[src/rtl/uart_rx_if.sv]
// Byte-side bundle of the serial receiver: raw rx line in, framed byte and strobes out.
interface uart_rx_if;
   logic       rx;
   logic [7:0] data;
   logic       valid;
   logic       frame_err;
   logic       parity_err;
   logic       busy;

   modport master (input rx, output data, valid, frame_err, parity_err, busy);
   modport slave  (output rx, input data, valid, frame_err, parity_err, busy);
endinterface

[src/rtl/uart_rx.sv]
// 8N1 UART receiver with one-cycle valid/frame_err strobes and a break-hold state.
// Optional even parity bit between data and stop when UART_RX_PARITY_EN is defined.
module uart_rx #(
   parameter int CLKS_PER_BIT = 104
) (
   input  logic     clk,
   input  logic     rst_n,
   uart_rx_if.master bus
);

   localparam int CW   = $clog2(CLKS_PER_BIT);
   localparam int HALF = CLKS_PER_BIT / 2;
   localparam logic [CW-1:0] CNT_HALF = CW'(HALF - 1);
   localparam logic [CW-1:0] CNT_LAST = CW'(CLKS_PER_BIT - 1);
   localparam logic [CW-1:0] CNT_ONE  = {{(CW-1){1'b0}}, 1'b1};

   typedef enum logic [2:0] {IDLE, START, DATA, PARITY, STOP, BRK} state_t;

   state_t        state, state_n;
   logic [CW-1:0] cnt, cnt_n;
   logic [2:0]    idx, idx_n;
   logic [7:0]    shreg, sh_n;
   logic [7:0]    data_r;
   logic          rx_meta, rx_s;
   logic          load, valid_n, ferr_n;
   logic          valid_r, ferr_r, busy_r;
`ifdef UART_RX_PARITY_EN
   logic          par_bad, par_bad_n;
   logic          perr_n, perr_r;
`endif

   // rx is asynchronous to clk; only rx_s may be used past this point
   always_ff @(posedge clk or negedge rst_n) begin
      if (!rst_n) begin
         rx_meta <= 1'b1;
         rx_s    <= 1'b1;
      end else begin
         rx_meta <= bus.rx;
         rx_s    <= rx_meta;
      end
   end

   always_comb begin
      state_n = state;
      cnt_n   = cnt + CNT_ONE;
      idx_n   = idx;
      sh_n    = shreg;
      load    = 1'b0;
      valid_n = 1'b0;
      ferr_n  = 1'b0;
`ifdef UART_RX_PARITY_EN
      par_bad_n = par_bad;
      perr_n    = 1'b0;
`endif
      case (state)
         IDLE: begin
            cnt_n = '0;
            if (!rx_s) state_n = START;
         end
         START: begin
            if (cnt == CNT_HALF) begin
               cnt_n   = '0;
               idx_n   = '0;
               state_n = rx_s ? IDLE : DATA;
            end
         end
         DATA: begin
            if (cnt == CNT_LAST) begin
               cnt_n = '0;
               sh_n  = {rx_s, shreg[7:1]};
               idx_n = idx + 3'd1;
`ifdef UART_RX_PARITY_EN
               if (idx == 3'd7) state_n = PARITY;
`else
               if (idx == 3'd7) state_n = STOP;
`endif
            end
         end
`ifdef UART_RX_PARITY_EN
         PARITY: begin
            if (cnt == CNT_LAST) begin
               cnt_n     = '0;
               par_bad_n = ^shreg ^ rx_s;
               state_n   = STOP;
            end
         end
`endif
         STOP: begin
            if (cnt == CNT_LAST) begin
               cnt_n = '0;
               if (rx_s) begin
                  load    = 1'b1;
                  valid_n = 1'b1;
`ifdef UART_RX_PARITY_EN
                  perr_n  = par_bad;
`endif
                  state_n = IDLE;
               end else begin
                  ferr_n  = 1'b1;
                  state_n = BRK;
               end
            end
         end
         // a held-low line parks here so it yields one frame_err, not a stream of frames
         BRK: begin
            cnt_n = '0;
            if (rx_s) state_n = IDLE;
         end
         default: begin
            cnt_n   = '0;
            state_n = IDLE;
         end
      endcase
   end

   always_ff @(posedge clk or negedge rst_n) begin
      if (!rst_n) begin
         state   <= IDLE;
         cnt     <= '0;
         idx     <= '0;
         shreg   <= '0;
         data_r  <= '0;
         valid_r <= 1'b0;
         ferr_r  <= 1'b0;
         busy_r  <= 1'b0;
`ifdef UART_RX_PARITY_EN
         par_bad <= 1'b0;
         perr_r  <= 1'b0;
`endif
      end else begin
         state   <= state_n;
         cnt     <= cnt_n;
         idx     <= idx_n;
         shreg   <= sh_n;
         if (load) data_r <= shreg;
         valid_r <= valid_n;
         ferr_r  <= ferr_n;
         busy_r  <= (state_n != IDLE);
`ifdef UART_RX_PARITY_EN
         par_bad <= par_bad_n;
         perr_r  <= perr_n;
`endif
      end
   end

   assign bus.data      = data_r;
   assign bus.valid     = valid_r;
   assign bus.frame_err = ferr_r;
   assign bus.busy      = busy_r;
`ifdef UART_RX_PARITY_EN
   assign bus.parity_err = perr_r;
`else
   assign bus.parity_err = 1'b0;
`endif

endmodule

[src/flat_wrapper.sv]
// flat-port wrapper written by rule: the top's interface ports become plain ports
module uart_rx_flat 
#(
   parameter int CLKS_PER_BIT = 104
)
  (clk, rst_n, bus_rx, bus_data, bus_valid, bus_frame_err, bus_parity_err, bus_busy);
  uart_rx_if bus_i ();
  input  logic clk;
  input  logic rst_n;
  input wire logic [$bits(bus_i.rx)-1:0] bus_rx;
  output wire logic [$bits(bus_i.data)-1:0] bus_data;
  output wire logic [$bits(bus_i.valid)-1:0] bus_valid;
  output wire logic [$bits(bus_i.frame_err)-1:0] bus_frame_err;
  output wire logic [$bits(bus_i.parity_err)-1:0] bus_parity_err;
  output wire logic [$bits(bus_i.busy)-1:0] bus_busy;
  assign bus_i.rx = bus_rx;
  assign bus_data = bus_i.data;
  assign bus_valid = bus_i.valid;
  assign bus_frame_err = bus_i.frame_err;
  assign bus_parity_err = bus_i.parity_err;
  assign bus_busy = bus_i.busy;
  uart_rx #(.CLKS_PER_BIT(CLKS_PER_BIT)) u_core (.clk(clk), .rst_n(rst_n), .bus(bus_i));
endmodule
[config.mk]
export PLATFORM = sky130hd
export DESIGN_NAME = uart_rx_flat
export DESIGN_NICKNAME = d
export VERILOG_FILES = /design/src/rtl/uart_rx_if.sv /design/src/rtl/uart_rx.sv /design/src/flat_wrapper.sv
export SDC_FILE = /design/constraint.sdc
export NUM_CORES = 1
export LEC_CHECK = 0
export ABC_AREA = 1
export BUFFER_PORTS_ARGS = -buffer_cell sky130_fd_sc_hd__buf_2
export CAP_MARGIN = 5
export CORE_MARGIN = 1.5
export CORE_UTILIZATION = 55
export CTS_CLUSTER_SIZE = 28
export DETAILED_ROUTE_END_ITERATION = 6
export MAX_ROUTING_LAYER = met4
export PLACE_DENSITY = 0.75
export SLEW_MARGIN = 20
export SYNTH_ARGS = -nofsm -noshare
export SYNTH_HDL_FRONTEND = slang
export SYNTH_SLANG_ARGS = --single-unit
export TNS_END_PERCENT = 50
[constraint.sdc]
create_clock -name clk -period 2.3 [get_ports clk]
set_clock_uncertainty 0.1 [all_clocks]
set_input_delay 0.46 -clock clk [delete_from_list [all_inputs] [get_ports clk]]
set_output_delay 0.46 -clock clk [all_outputs]
set_load 0.1 [all_outputs]
; After elaboration in Yosys (flattened, before gate mapping)
; Index checks and enable logic that the tools add are counted.
[totals]
ff_bits = 34
latchBits = 0
ram_bits = 0
mem_bits_ro = 0
in_bits = 3
out_inout_bits = 12
wordCells = 48
mem_count = 0
[op_classes]
addsub = 2
mul = 0
n_div = 0
n_lt_le_gt_ge = 0
n_eq_ne = 9
shift = 0
n_mux = 21
bitwise_logic = 0
reduce_logical = 6
[op_table]
columns = operator, n
row1 = $mux W3, 9
row2 = $pmux W3 S5, 1
row3 = $mux W7, 2
row4 = $pmux W7 S2, 1
row5 = $eq A3 B3 Y1 const B, 3
row6 = $add A7 B1 Y7 const B, 1
row7 = $eq A7 B6 Y1 const B, 1
row8 = $eq A7 B7 Y1 const B, 1
row9 = $mux W1, 6
row10 = $pmux W3 S2, 1
row11 = $ne A2 B1 Y1 const B, 2
row12 = $add A3 B1 Y3 const B, 1
row13 = $eq A3 B1 Y1 const B, 1
row14 = $eq A3 B2 Y1 const B, 1
row15 = $logic_not A3 Y1, 1
row16 = $reduce_and A3 Y1, 1
row17 = $reduce_bool A3 Y1, 1
row18 = $mux W2, 1
row19 = $reduce_and A2 Y1, 1
row20 = $reduce_bool A2 Y1, 1
row21 = $reduce_or A2 Y1, 1

; Longest topological paths before layout
[logic_depth]
depth_word = 5
ltp_mapped = 8
mapped_depth_nobuf = 8

; Least setup slack after synthesis
; Ideal clock, no wire load.
[synth_path]
path_type = register -> output
startpoint = register u_core.data_r[0], in the netlist u_core.bus.data[0]
endpoint = output port bus_data[0]
t_arrival_ps = 893
setup_slack_ps = 847
stages_incl_launch_ff = 1
path_buffers = 0
cell_sequence = dfrtp_1
[synth_rtl]
columns = element, line
row1 = from (decl), uart_rx.sv:23  ; logic [7:0] data_r;
row2 = from (signal assigned), uart_rx.sv:135  ; if (load) data_r <= shreg;
row3 = to (decl), flat_wrapper.sv:11  ; output wire logic [$bits(bus_i.data)-1:0] bus_data;
; No word-level cell between the ends.

; Worst setup path after layout
[layout_path]
startpoint = register u_core.cnt[0]
endpoint = register u_core.shreg[4]
[layout_via]
elab_chain_len = 2
[layout_lines]
columns = element, line
row1 = from (decl), uart_rx.sv:20  ; logic [CW-1:0] cnt, cnt_n;
row2 = from (signal assigned), uart_rx.sv:132  ; cnt <= cnt_n;
row3 = $eq A7 B7 Y1, uart_rx.sv:68  ; if (cnt == CNT_LAST) begin
row4 = $reduce_and A2 Y1 (no line), --
row5 = to (signal assigned), uart_rx.sv:134  ; shreg <= sh_n;
row6 = to (decl), uart_rx.sv:22  ; logic [7:0] shreg, sh_n;
; No other way between the ends.
; A chain may end at the register's enable or synchronous reset.

==> qor.yml <==
status: "complete, no violations"
cp-end-kind: "register"
yosysMostFrequentCell: "nand2_1"
muxShareOfSynthArea_pct: 0
drt-initial-drc-count: 44
p_leak_uw: 0.000971
synth_compound_area_share_pct: 7.17
fill_cells: 218
synth_async_sr_flop_share_pct: 100
rr_endpoint: "u_core.shreg[4]"
fin_setup_tns_ps: 0
path_clk_slew_ps: 100
synth-xor-area-share_pct: 1.67
io_pins: 15
reg2reg_depth: 7
crit_type: "reg -> reg"
post-place-ws_ps: 573
yosys.area.top_type: "dfrtp_1"
hold_viol: 0
port_buffers: 13
finalMaxSlewViolations: 0
wl_um: 2450
cts_hold_buf: 0
drv_cap: 0
arrival_ps: 1900
synth_adder_area_share_pct: 2.39
r2r_setup_slack_ps: 570
synth_top_family_by_area: "simple AND/OR/NAND/NOR gates"
dieArea_mm2: 0.00319
layout_setup_ws_ps: 567
yosys.area_share.simple_pct: 27.7
cts_buffers: 5
clockBufferDepth: 2
regArea_um2: 853
first_pass_iters: 4
drc_errors: 0
multi_input_area_um2: 616
setup_viol: 0
rsz0062_at_grt: "false"
clock_latency_ps: 330
track_usage_pct: 18.9
cts_resized: 0
cp_max_fo: 14
synth.distinct_cells: 25
finalNetCount: 198
max_freq_mhz: 577
avgSynthCellArea_um2: 8.98
worst_pin_slew_ps: 700
row_count: 19
cts_setup_buffers: 0
synthTopCellsByCount: "53 x nand2_1, 32 x dfrtp_1, 19 x inv_1, 17 x nor2_1, 13 x nand3_1"
area_growth_pct: 10.0
grt.overflow.total: 0
vdd.ir_drop.worst_v: 0.000639
worstHoldPathType: "in -> async"
start_util_pct: 57.5
synth-edff-count: 0
cts_sinks: 34
post_drt_wl_per_cell_um: 10.9
cp.required_ps: 2460
worstReg2RegStart: "u_core.cnt[0]"
dp_hpwl_um: 1800
synth_area_mm2: 0.00157
grt_max_degree: 35
grt_pass1_vias: 1044
gp_congestion: 0.824
antenna_found_initial: 0
root_buffer: "clkbuf_4"
synthesis.instances: 175
n_antenna_cell: 0
yosys.area.top_type_share_pct: 51.0
via_per_inst: 5.16
relSlewSlack_pct: 53.4
final.period_utilization_pct: 75.3
syn_nets: 181
layout-drive-gt1-share_pct: 19.7
fin_crit_ps: 1730
synth_area_leaders: "dfrtp_1 51%, nand2_1 13%, inv_1 4.5%, nand3_1 4.1%, nor2_1 4.1%"
synthFlopType: "dfrtp_1"
num_vias: 1155
die_w_um: 56.5
cts_tree: "yes"
coreArea_mm2: 0.00273
ctsHtreeMaxLevel: 2
power.density_mw_per_mm2: 602
die_h_um: 56.5
yosysWarnings: 0
critPathLaunchType: "register"
synth_seq_cells: 34
grt_pass1_wl_um: 4560
antenna_left: 0
seq_area_frac_synth_pct: 54.3
==> final cells by class <==
cell class                      instances  share of cell area, %
Timing Repair Buffer                   13                   3.76
Clock buffer                            5                   2.17
Clock inverter                          3                   2.32
Inverter                               21                   4.56
Multi-Input combinational cell        117                   35.6
Sequential cell                        34                   49.3
Tap cell                               31                   2.24
==> worst max-delay path, stage by stage (launching register included) <==
cell     delay, ps
dfrtp_1        390
ha_1           270
nand3_2        130
nor2_4         220
nand2_2        230
inv_2          190
nand2_1         70
o21ai_0         70
==> metrics by stage <==
step	cell area [µm²]	util [%]	std cells	hold WS, ps	power [µW]
4_1_cts	1730	63.2	224	87.1	1060
6_report	1730	63.2	224	60.4	1040
2_1_floorplan	1570	-	175	64.4	623
5_1_grt	1730	63.2	224	101	1080
3_5_place_dp	1650	60.4	216	249	635
3_3_place_gp	1650	60.4	216	249	635
==> power breakdown <==
part / total (µW) / internal [µW] / switching, µW
clock network: 418 / 225 / 193
registers: 602 / 601 / 1.61
logic: 20.1 / 1.33 / 18.8
total: 1040 / 827 / 214
==> sequential cells by signal, indices dropped and copies added, names as in the netlist <==
name / flops
u_core.state: 3
u_core.rx_s: 1
u_core.shreg: 8
u_core.bus.data: 8
u_core.idx: 3
u_core.bus.busy: 1
u_core.rx_meta: 1
u_core.bus.frame_err: 1
u_core.cnt: 7
u_core.bus.valid: 1
==> cells by family (layout without fill, tap and decap cells) <==
kind of cell,after synthesis,count (layout)
xor gates and xnor gates,3,3
and+or+nand+nor,92,92
AOI/OAI and AO/OA,18,18
adders and majority gates,3,3
other,1,1
DFF,34,34
buffers and inverters,24,42
==> per-layer routing <==
metal  wire length, µm  track usage (%)
met1              1210             27.0
met2              1050             26.1
met3               137             4.15
met4                46             8.16
met5                 0                -
==> worst max path at each step <==
stage | startpoint | to | cells after the start
after floorplan | u_core.bus.data[0] | bus_data[0] | 0
after global placement | u_core.cnt[0] | u_core.shreg[2] | 6
after detailed placement | u_core.cnt[0] | u_core.shreg[2] | 6
after CTS | u_core.cnt[0] | u_core.shreg[4] | 7
after global routing | u_core.cnt[0] | u_core.shreg[6] | 7
final | u_core.cnt[0] | u_core.shreg[4] | 7
==> placed cells by master, fill, tap and decap left out, drive strengths merged <==
cell type and count:
nand3 14, ha 3, a21oi 1, conb 1, nor2 19, o21ai 17, inv 21, dfstp 2
clkbuf 5, bufinv 1, nor3 2, nand2 55, nand3b 2, xor2 3, dfrtp 32, buf 13
clkinv 2
No activity file was read; power rests on OpenSTA's default activity.
